$ cat config.mk
export PLATFORM = sky130hd
export DESIGN_NAME = uart_rx_param
export DESIGN_NICKNAME = d
export VERILOG_FILES = /design/src/rtl/uart_pkg.sv /design/src/rtl/uart_rx_fifo.sv /design/src/rtl/uart_rx_param.sv
export SDC_FILE = /design/constraint.sdc
export NUM_CORES = 1
export LEC_CHECK = 0
export CELL_PAD_IN_SITES_DETAIL_PLACEMENT = 0
export CELL_PAD_IN_SITES_GLOBAL_PLACEMENT = 2
export CORE_MARGIN = 2
export CORE_UTILIZATION = 41
export DETAILED_ROUTE_END_ITERATION = 7
export GPL_TIMING_DRIVEN = 1
export PLACE_DENSITY = 0.81
export SLEW_MARGIN = 20
export SYNTH_ARGS = -nofsm -noshare
export SYNTH_HDL_FRONTEND = slang
export SYNTH_SLANG_ARGS = --single-unit
$ cat constraint.sdc
create_clock -name clk -period 2.65 [get_ports clk]
set_input_delay 0.53 -clock clk [delete_from_list [all_inputs] [get_ports clk]]
set_output_delay 0.53 -clock clk [all_outputs]
set_load 0.1 [all_outputs]
$ cat src/rtl/uart_pkg.sv
// Shared types and helpers for the parametrised UART receiver.
package uart_pkg;

  typedef enum logic [1:0] {
    PAR_NONE = 2'd0,
    PAR_ODD  = 2'd1,
    PAR_EVEN = 2'd2
  } parity_mode_t;

  typedef enum logic [2:0] {
    ST_IDLE   = 3'd0,
    ST_START  = 3'd1,
    ST_DATA   = 3'd2,
    ST_PARITY = 3'd3,
    ST_STOP   = 3'd4
  } rx_state_t;

  // Widest supported frame; narrower frames zero-extend into this field.
  localparam int MAX_DATA_BITS = 9;

  typedef struct packed {
    logic [MAX_DATA_BITS-1:0] data;
    logic                     parity_err;
    logic                     frame_err;
    logic                     break_det;
  } rx_entry_t;

  // Clock cycles per oversampling tick, never below one.
  function automatic int calc_div(input int clk_freq, input int baud, input int oversample);
    int d;
    d = clk_freq / (baud * oversample);
    if (d < 1) begin
      d = 1;
    end else begin
      d = d;
    end
    return d;
  endfunction

endpackage

$ cat src/rtl/uart_rx_fifo.sv
// Generic synchronous show-ahead FIFO; head entry is visible while not empty.
module uart_rx_fifo #(
  parameter int WIDTH = 8,
  parameter int DEPTH = 4
) (
  input  logic             clk,
  input  logic             reset,
  input  logic             push,
  input  logic [WIDTH-1:0] wdata,
  output logic             full,
  input  logic             pop,
  output logic [WIDTH-1:0] rdata,
  output logic             empty
);

  localparam int AW = $clog2(DEPTH);

  logic [AW:0]      wr_ptr_q, wr_ptr_d;
  logic [AW:0]      rd_ptr_q, rd_ptr_d;
  logic [WIDTH-1:0] mem_q [DEPTH];
  logic [WIDTH-1:0] mem_d [DEPTH];
  logic             wr_en_s;
  logic             rd_en_s;

  // Extra pointer MSB distinguishes full from empty when the index bits match.
  assign empty = (wr_ptr_q == rd_ptr_q);
  assign full  = (wr_ptr_q[AW] != rd_ptr_q[AW]) && (wr_ptr_q[AW-1:0] == rd_ptr_q[AW-1:0]);
  assign rdata = mem_q[rd_ptr_q[AW-1:0]];

  // A pop frees the slot a simultaneous push into a full FIFO needs.
  always_comb begin
    rd_en_s  = pop & ~empty;
    wr_en_s  = push & (~full | rd_en_s);
    wr_ptr_d = wr_en_s ? (wr_ptr_q + {{AW{1'b0}}, 1'b1}) : wr_ptr_q;
    rd_ptr_d = rd_en_s ? (rd_ptr_q + {{AW{1'b0}}, 1'b1}) : rd_ptr_q;
    mem_d    = mem_q;
    if (wr_en_s) begin
      mem_d[wr_ptr_q[AW-1:0]] = wdata;
    end else begin
      mem_d = mem_q;
    end
  end

  // Pointer registers; reset empties the FIFO.
  always_ff @(posedge clk) begin
    if (reset) begin
      wr_ptr_q <= '0;
      rd_ptr_q <= '0;
    end else begin
      wr_ptr_q <= wr_ptr_d;
      rd_ptr_q <= rd_ptr_d;
    end
  end

  // Storage needs no reset: contents are only observed through the pointers.
  always_ff @(posedge clk) begin
    mem_q <= mem_d;
  end

endmodule

$ cat src/rtl/uart_rx_param.sv
// Parametrised oversampling UART receiver with majority voting and receive FIFO.
module uart_rx_param
  import uart_pkg::*;
#(
  parameter int CLK_FREQ    = 50_000_000,
  parameter int BAUD        = 9_600,
  parameter int OVERSAMPLE  = 16,
  parameter int DATA_BITS   = 8,
  parameter int PARITY_MODE = 0,
  parameter int STOP_BITS   = 1,
  parameter int FIFO_DEPTH  = 4
) (
  input  logic                 clk,
  input  logic                 reset,
  input  logic                 rxd,
  output logic [DATA_BITS-1:0] rx_data,
  output logic                 rx_valid,
  input  logic                 rx_ready,
  output logic                 parity_err,
  output logic                 frame_err,
  output logic                 break_det,
  output logic                 overrun,
  output logic                 busy
);

  localparam int DIV = calc_div(CLK_FREQ, BAUD, OVERSAMPLE);
  localparam int DW  = (DIV > 1) ? $clog2(DIV) : 1;
  localparam int SW  = $clog2(OVERSAMPLE);
  localparam int EW  = $bits(rx_entry_t);
  localparam parity_mode_t PMODE = parity_mode_t'(PARITY_MODE);
  localparam logic [DW-1:0] DIV_LAST  = DW'(DIV - 1);
  localparam logic [SW-1:0] T_V0      = SW'(OVERSAMPLE/2 - 1);
  localparam logic [SW-1:0] T_V1      = SW'(OVERSAMPLE/2);
  localparam logic [SW-1:0] T_V2      = SW'(OVERSAMPLE/2 + 1);
  localparam logic [SW-1:0] T_END     = SW'(OVERSAMPLE - 1);
  localparam logic [3:0]    DATA_LAST = 4'(DATA_BITS - 1);
  localparam logic [3:0]    STOP_LAST = 4'(STOP_BITS - 1);

  rx_state_t state_q, state_d;
  logic                 rxd_meta_q, rxd_meta_d;
  logic                 rxs_q, rxs_d;
  logic [DW-1:0]        div_cnt_q, div_cnt_d;
  logic [SW-1:0]        samp_cnt_q, samp_cnt_d;
  logic                 v0_q, v0_d, v1_q, v1_d;
  logic [DATA_BITS-1:0] shreg_q, shreg_d;
  logic [3:0]           bit_cnt_q, bit_cnt_d;
  logic                 perr_q, perr_d, ferr_q, ferr_d;
  logic                 par_bit_q, par_bit_d;
  logic                 guard_q, guard_d;
  logic                 overrun_q, overrun_d;

  logic tick_s, vote_tick_s, end_tick_s, vote_s, last_stop_s;
  logic par_err_s, ferr_fin_s, brk_s, push_s, pop_s, drop_s, full_s, empty_s, busy_s;
  rx_entry_t entry_s, head_s;
  logic [MAX_DATA_BITS-1:0] unused_head_s;

  assign tick_s      = (state_q != ST_IDLE) && (div_cnt_q == DIV_LAST);
  assign vote_tick_s = tick_s && (samp_cnt_q == T_V2);
  assign end_tick_s  = tick_s && (samp_cnt_q == T_END);
  assign vote_s      = (v0_q & v1_q) | (v0_q & rxs_q) | (v1_q & rxs_q);
  assign last_stop_s = (bit_cnt_q == STOP_LAST);
  assign ferr_fin_s  = ferr_q | ~vote_s;
  assign brk_s       = ferr_fin_s && (shreg_q == '0) && ((PMODE == PAR_NONE) || !par_bit_q);
  assign pop_s       = rx_valid & rx_ready;
  assign drop_s      = push_s & full_s & ~pop_s;

  // Expected parity comparison for the voted parity bit.
  always_comb begin
    case (PMODE)
      PAR_ODD:  par_err_s = ~((^shreg_q) ^ vote_s);
      PAR_EVEN: par_err_s = (^shreg_q) ^ vote_s;
      default:  par_err_s = 1'b0;
    endcase
  end

  // FSM state register.
  always_ff @(posedge clk) begin
    if (reset) begin
      state_q <= ST_IDLE;
    end else begin
      state_q <= state_d;
    end
  end

  // FSM next state; STOP leaves at the last midpoint vote to catch back-to-back frames.
  always_comb begin
    state_d = state_q;
    case (state_q)
      ST_IDLE:   state_d = (!rxs_q && !guard_q) ? ST_START : ST_IDLE;
      ST_START: begin
        if (vote_tick_s && vote_s) begin
          state_d = ST_IDLE;
        end else if (end_tick_s) begin
          state_d = ST_DATA;
        end else begin
          state_d = ST_START;
        end
      end
      ST_DATA: begin
        if (end_tick_s && (bit_cnt_q == DATA_LAST)) begin
          state_d = (PMODE != PAR_NONE) ? ST_PARITY : ST_STOP;
        end else begin
          state_d = ST_DATA;
        end
      end
      ST_PARITY: state_d = end_tick_s ? ST_STOP : ST_PARITY;
      ST_STOP:   state_d = push_s ? ST_IDLE : ST_STOP;
      default:   state_d = ST_IDLE;
    endcase
  end

  // FSM outputs: frame push strobe and busy.
  always_comb begin
    busy_s = 1'b1;
    push_s = 1'b0;
    case (state_q)
      ST_IDLE: busy_s = 1'b0;
      ST_STOP: push_s = vote_tick_s && last_stop_s;
      default: begin
        busy_s = 1'b1;
        push_s = 1'b0;
      end
    endcase
  end

  // Datapath next values: synchroniser, tick/sample counters, voter, shifter, flags.
  always_comb begin
    rxd_meta_d = rxd;
    rxs_d      = rxd_meta_q;
    div_cnt_d  = div_cnt_q;
    samp_cnt_d = samp_cnt_q;
    v0_d       = v0_q;
    v1_d       = v1_q;
    shreg_d    = shreg_q;
    bit_cnt_d  = bit_cnt_q;
    perr_d     = perr_q;
    ferr_d     = ferr_q;
    par_bit_d  = par_bit_q;
    guard_d    = guard_q;
    if (state_q == ST_IDLE) begin
      div_cnt_d  = '0;
      samp_cnt_d = '0;
    end else if (tick_s) begin
      div_cnt_d  = '0;
      samp_cnt_d = (samp_cnt_q == T_END) ? '0 : samp_cnt_q + {{(SW-1){1'b0}}, 1'b1};
    end else begin
      div_cnt_d  = div_cnt_q + {{(DW-1){1'b0}}, 1'b1};
    end
    if (tick_s && (samp_cnt_q == T_V0)) begin
      v0_d = rxs_q;
    end else if (tick_s && (samp_cnt_q == T_V1)) begin
      v1_d = rxs_q;
    end else begin
      v0_d = v0_q;
    end
    case (state_q)
      ST_IDLE: begin
        bit_cnt_d = 4'd0;
        perr_d    = 1'b0;
        ferr_d    = 1'b0;
        par_bit_d = 1'b0;
        guard_d   = guard_q & ~rxs_q;
      end
      ST_DATA: begin
        if (vote_tick_s) begin
          shreg_d = {vote_s, shreg_q[DATA_BITS-1:1]};
        end else if (end_tick_s) begin
          bit_cnt_d = (bit_cnt_q == DATA_LAST) ? 4'd0 : bit_cnt_q + 4'd1;
        end else begin
          shreg_d = shreg_q;
        end
      end
      ST_PARITY: begin
        if (vote_tick_s) begin
          par_bit_d = vote_s;
          perr_d    = par_err_s;
        end else begin
          par_bit_d = par_bit_q;
        end
      end
      ST_STOP: begin
        if (vote_tick_s) begin
          ferr_d  = ferr_fin_s;
          guard_d = push_s & brk_s;
        end else if (end_tick_s) begin
          bit_cnt_d = bit_cnt_q + 4'd1;
        end else begin
          ferr_d = ferr_q;
        end
      end
      default: bit_cnt_d = bit_cnt_q;
    endcase
  end

  // Sticky overrun: set when a frame is dropped, cleared by the next pop.
  always_comb begin
    if (drop_s) begin
      overrun_d = 1'b1;
    end else if (pop_s) begin
      overrun_d = 1'b0;
    end else begin
      overrun_d = overrun_q;
    end
  end

  // Datapath registers; synchroniser presets to the idle line level.
  always_ff @(posedge clk) begin
    if (reset) begin
      rxd_meta_q <= 1'b1;
      rxs_q      <= 1'b1;
      div_cnt_q  <= '0;
      samp_cnt_q <= '0;
      v0_q       <= 1'b0;
      v1_q       <= 1'b0;
      shreg_q    <= '0;
      bit_cnt_q  <= 4'd0;
      perr_q     <= 1'b0;
      ferr_q     <= 1'b0;
      par_bit_q  <= 1'b0;
      guard_q    <= 1'b0;
      overrun_q  <= 1'b0;
    end else begin
      rxd_meta_q <= rxd_meta_d;
      rxs_q      <= rxs_d;
      div_cnt_q  <= div_cnt_d;
      samp_cnt_q <= samp_cnt_d;
      v0_q       <= v0_d;
      v1_q       <= v1_d;
      shreg_q    <= shreg_d;
      bit_cnt_q  <= bit_cnt_d;
      perr_q     <= perr_d;
      ferr_q     <= ferr_d;
      par_bit_q  <= par_bit_d;
      guard_q    <= guard_d;
      overrun_q  <= overrun_d;
    end
  end

  // Frame entry assembled from the completed shift register and flags.
  always_comb begin
    entry_s.data       = MAX_DATA_BITS'(shreg_q);
    entry_s.parity_err = perr_q;
    entry_s.frame_err  = ferr_fin_s;
    entry_s.break_det  = brk_s;
  end

  uart_rx_fifo #(
    .WIDTH (EW),
    .DEPTH (FIFO_DEPTH)
  ) u_fifo (
    .clk   (clk),
    .reset (reset),
    .push  (push_s),
    .wdata (entry_s),
    .full  (full_s),
    .pop   (pop_s),
    .rdata (head_s),
    .empty (empty_s)
  );

  assign unused_head_s = head_s.data;
  assign rx_valid   = ~empty_s;
  assign rx_data    = rx_valid ? head_s.data[DATA_BITS-1:0] : '0;
  assign parity_err = rx_valid & head_s.parity_err;
  assign frame_err  = rx_valid & head_s.frame_err;
  assign break_det  = rx_valid & head_s.break_det;
  assign overrun    = overrun_q;
  assign busy       = busy_s;

endmodule

==> results.cfg, run 1 <==
[drt]
drt-wirelength-per-cell_um = 14.7
drcViolationCount = 0
vias = 2327
postRouteAntennaNets = 0
drtIter0Drc = 85
avgViaCountPerCell = 5.25
drtPass1Iterations = 4
totalWireLength_um = 6530

[timing]
setup_viol_count_final = 0
finalWorstSetupSlack_ps = 194
hold_viol_final = 0
finClkSkew_ps = 11.7
slew_viol_final = 0
tightest_slew_ps = 584
whs_ps = 419
slew_headroom = 0.608
fin_crit_ps = 2460
finalCritPeriodShare = 0.927
fmax_mhz = 407
rsz0062_at_grt = no

[min_path]
hold_path_class = reg2reg
min_from = rxd_meta_q
hold_path_depth = 1
worstHoldEndpoint = rxs_q

[setup_path]
rr_startpoint = div_cnt_q[0]
reg2reg_depth = 6
path_class = reg2out
worstSetupStartpointType = register
rrSetupSlack_ps = 390
cp_max_fo = 10
reg2reg_to = u_fifo.mem_q[31]
arrival_ps = 1930
critPathRequiredTime_ps = 2120
cp-end-kind = output port

[layout]
syn_to_final_growth_pct = 16.0
seqCellArea_mm2 = 0.00202
drive_gt1_frac = 0.179
utilization = 0.494
fill_cells = 787
diodes = 0
num-nets-final = 346
multi_input_area_mm2 = 0.00161

[floorplan]
fp.dieArea_mm2 = 0.00989
die_y_um = 99.4
core_area_mm2 = 0.00876
io_pins = 18
core.rowCount = 34
die_w_um = 99.4
start_util = 0.426

[synthesis]
synth-main-ff-cell = dfxtp_1
syn_inst = 309
ys_types = 54
synth_edf_count = 40
synthArstFlopShare = 0
syn-cell-area_mm2 = 0.00373
ys_seq_area_frac = 0.542
synth_seq_cells = 81
synth_nets = 325
yosysWarnings = 0
syn_area_per_cell_um2 = 12.1

[global_routing]
grt_pass1_vias = 2207
grt_overflow = 0
antenna_found_initial = 0
grt_max_degree = 30
grt_pass1_wl_um = 11200
grt_usage = 0.143

[cts]
clock_path_buffers = 2
clock_latency_ps = 350
clkTransAtPathRegs_ps = 90
cts_tree = built
cts_buffers = 9
cts_sinks = 81
htreeDepth = 3
clockRootBuffer = clkbuf_8
holdBufCountCts = 0
cts_setup_buffers = 0

[placement]
place.gp.congestion = 0.703
portBuffers = 16
hpwlAfterDp_um = 4740
dp_slack_ps = 290

[power]
power_leakage_nw = 1.58
p_total_mw = 2.20
irDropWorstVdd_uv = 215
power_density_mw_per_mm2 = 508

[run]
drv_cap = 0

[run_status]
status = completed
## worst max-delay path by stage
| stage | from | end | slack, ps | cells after the start |
|---|---|---|---|---|
| 2_1_floorplan | u_fifo.wr_ptr_q[1] | break_det | -230 | 4 |
| 3_3_place_gp | rx_ready | u_fifo.mem_q[28] | 340 | 4 |
| 3_5_place_dp | rx_ready | u_fifo.mem_q[28] | 290 | 4 |
| 4_1_cts | u_fifo.wr_ptr_q[1] | rx_data[4] | 110 | 5 |
| 5_1_grt | u_fifo.rd_ptr_q[0] | rx_data[1] | 50 | 4 |
| 6_report | u_fifo.rd_ptr_q[0] | rx_data[1] | 190 | 4 |
## repair_timing
action | in CTS | in global routing
endpoints found under the hold margin | 0 | 0
resized for setup | 0 | 2
setup endpoints to repair | 0 | 4
## per-stage QoR
step                      setup TNS, ps  cell area [µm²]  instances
after detailed placement              0             4130        427
after floorplan                   -2350             3730        309
after global routing                  0             4330        443
after global placement                0             4130        427
after CTS                             0             4310        443
final                                 0             4330        443
## cells in the final DEF (no fill, tap or decap), types with 5 or more instances in the layout
master / n
clkbuf_8: 9
nand2_1: 6
nor2_1: 27
nand2b_1: 5
a21oi_1: 8
buf_12: 11
nand4_1: 9
inv_1: 14
nor2b_1: 13
mux4_2: 10
buf_4: 10
ha_1: 12
and2_1: 6
nand3_1: 11
mux2i_1: 13
edfxtp_1: 40
xor2_1: 10
dfxtp_1: 41
## cells in the mapped netlist, drive strengths merged, types with 3 or more instances
cell type / n / share of area
mux2i: 13 / 0.035
or2: 3 / 0.0050
nor2b: 13 / 0.022
and2: 6 / 0.010
xnor2: 4 / 0.0094
o31ai: 4 / 0.0080
nor3b: 4 / 0.0080
nand4: 11 / 0.024
inv: 14 / 0.014
and3b: 3 / 0.0070
dfxtp: 41 / 0.22
mux4: 10 / 0.060
nor3: 3 / 0.0040
nor2: 27 / 0.027
ha: 12 / 0.040
clkbuf: 9 / 0.0090
nand3: 11 / 0.015
xor2: 12 / 0.028
a211oi: 4 / 0.0080
buf: 5 / 0.0080
or4: 5 / 0.011
a21oi: 8 / 0.011
nand2b: 5 / 0.0084
nand2: 6 / 0.0060
nor4: 3 / 0.0090
edfxtp: 40 / 0.32
o21ai: 5 / 0.0067
## power by group
part / total (mW) / switching, mW / internal [mW]
Combinational: 0.0450 / 0.0316 / 0.0134
Sequential: 1.30 / 0.00247 / 1.30
Clock: 0.848 / 0.492 / 0.356
Total: 2.20 / 0.526 / 1.67
## layout make-up
type / instances / share of cell area
Sequential cell: 81 / 0.467
Multi-Input combinational cell: 200 / 0.372
Timing Repair Buffer: 24 / 0.0751
Tap cell: 108 / 0.0312
Clock buffer: 9 / 0.0286
Clock inverter: 7 / 0.0139
Inverter: 14 / 0.0121
## critical path: stages (launching register included)
cell and delay [ps]:
dfxtp_1 450, buf_4 270, mux4_2 520, nor2b_1 170, buf_12 170
## kinds of logic after synthesis
kind of cell,synth area share
mux,0.0992
buf+inv,0.0312
fa+ha+maj,0.0429
simple gates,0.195
xor+xnor,0.0375
other cells,0.00100
flops,0.542
compound gates,0.0519
## per-layer routing
metal | vias up | GRT usage | part of all wire
li1 | 1172 | - | -
met1 | 1111 | 0.192 | 0.49
met2 | 37 | 0.226 | 0.48
met3 | 7 | 0.0422 | 0.028
met4 | 0 | 0.0443 | 0.010
met5 | - | 0 | 0
## sequential cells by signal (all words and copies together), names as in the netlist, 3 cells and up
name	cells
state_q	3
samp_cnt_q	4
bit_cnt_q	4
shreg_q	8
u_fifo.mem_q	40
u_fifo.rd_ptr_q	3
div_cnt_q	9
u_fifo.wr_ptr_q	3
(Power assumes the default switching activity.)
==> run 2, diff against run 1 <==
ABC_CLOCK_PERIOD_IN_PS = 2650   (was default)
CORE_MARGIN = default   (was 2)
==> run 2 against run 1 <==
  * Setup slack gained 36 ps
  * First-iteration DRC count shrank 25%
  * Die area shrank 4.0%
  * Clock-buffer cell count is the same
  * Register-to-register slack is essentially flat
  * Worst hold slack gained 3.2 ps
  * Clock skew shrank 1.8 ps
  * Sequential share of layout area shrank 0.26 points
  * Total power grew 8.7%
  * Maximum frequency grew 1.5%
  * Design area grew 0.55%
  * Utilization grew 0.27 points
==> results.cfg, run 2 (synthesis results as in run 1) <==
[floorplan]
core.rowCount = 34
die_y_um = 97.4
die_w_um = 97.4
fp.dieArea_mm2 = 0.00949
core_area_mm2 = 0.00876
start_util = 0.426
io_pins = 18

[cts]
holdBufCountCts = 0
clockRootBuffer = clkbuf_8
cts_buffers = 9
clock_path_buffers = 2
cts_tree = built
cts_sinks = 81
clkTransAtPathRegs_ps = 90
htreeDepth = 3
clock_latency_ps = 350
cts_setup_buffers = 0
cts.repair.resized = 0

[layout]
syn_to_final_growth_pct = 16.6
diodes = 0
largest-register = u_fifo.mem_q
fill_cells = 781
final_common_cell = dfxtp_1
mostFrequentLayoutCells = dfxtp_1 (41), edfxtp_1 (40), nor2_1 (27)
drive_gt1_frac = 0.171
largestRegisters = u_fifo.mem_q x40, div_cnt_q x9, shreg_q x8
largest_reg_flops = 40
num-nets-final = 345

[timing]
tightest_slew_ps = 711
slew_viol_final = 0
finClkSkew_ps = 9.87
slew_headroom = 0.523
fmax_mhz = 413
finalCritPeriodShare = 0.914
hold_viol_final = 0
rsz0062_at_grt = no
finalWorstSetupSlack_ps = 229
fin_crit_ps = 2420
tns_ps = 0
setup_viol_count_final = 0

[setup_path]
arrival_ps = 1890
cp-end-kind = output port
critPathRequiredTime_ps = 2120
rrSetupSlack_ps = 400
cp-endpoint = rx_data[2]
startpoint = u_fifo.wr_ptr_q[1]
reg2reg_depth = 6
cp_max_fo = 11
worstSetupStartpointType = register
reg2reg_to = u_fifo.mem_q[28]
rr_startpoint = samp_cnt_q[1]
path_class = reg2out

[run_status]
status = completed

[global_routing]
grt_overflow = 0
grt_usage = 0.155
grt_max_degree = 30
grt_pass1_wl_um = 11700
grt_pass1_vias = 2326
antenna_found_initial = 0

[placement]
hpwlAfterDp_um = 4820
dp_slack_ps = 223
place.gp.congestion = 0.706
portBuffers = 16

[drt]
drt-wirelength-per-cell_um = 15.4
totalWireLength_um = 6790
drtIter0Drc = 64
postRouteAntennaNets = 0
drcViolationCount = 0
vias = 2328
avgViaCountPerCell = 5.27
drtPass1Iterations = 4

[power]
irDropWorstVdd_uv = 243
power_leakage_nw = 1.61
power_density_mw_per_mm2 = 549

[min_path]
hold_path_class = reg2reg

[run]
drv_cap = 0
## run 2: where the power goes
group          leakage (nW)  internal (mW)  switching (mW)  total (mW)
sequential            0.696           1.30         0.00430        1.31
clock                 0.117          0.549           0.492        1.04
combinational         0.795         0.0124          0.0296      0.0420
## run 2: worst max-delay path, stage by stage, from the launching register on
cell     delay [ps]
dfxtp_1         430
xor2_1          390
nor3_1          100
buf_4           190
nor2b_1         210
buf_12          210
## run 2: area by class of cell
class | count | area [µm²] | share of cell area
Timing Repair Buffer | 23 | 318 | 0.0730
Multi-Input combinational cell | 200 | 1600 | 0.366
Clock inverter | 7 | 106 | 0.0244
Sequential cell | 81 | 2020 | 0.465
Tap cell | 108 | 135 | 0.0310
Clock buffer | 9 | 124 | 0.0285
Inverter | 14 | 52.6 | 0.0121
## run 2: metal layers
metal	global-route usage	share of wire
met5	0	0
met1	0.204	0.49
met4	0.0407	0.011
met2	0.251	0.47
met3	0.0432	0.029
## run 2: per-stage QoR
step	instance area (µm²)	total power, mW	utilization	cells	hold slack (ps)
floorplan	3730	1.37	-	309	389
global placement	4120	1.38	0.470	426	400
detailed placement	4120	1.38	0.470	426	399
CTS	4350	2.42	0.497	442	425
global route	4350	2.47	0.497	442	432
finish	4350	2.39	0.497	442	422
## run 2: worst min path at each step
stage	slack [ps]	start	depth (start not counted)	end
finish	420	rxd_meta_q	1	rxs_q
global route	430	rxd_meta_q	1	rxs_q
CTS	430	rxd_meta_q	1	rxs_q
detailed placement	400	rxd_meta_q	1	rxs_q
global placement	400	rxd_meta_q	1	rxs_q
floorplan	390	rxd_meta_q	1	rxs_q
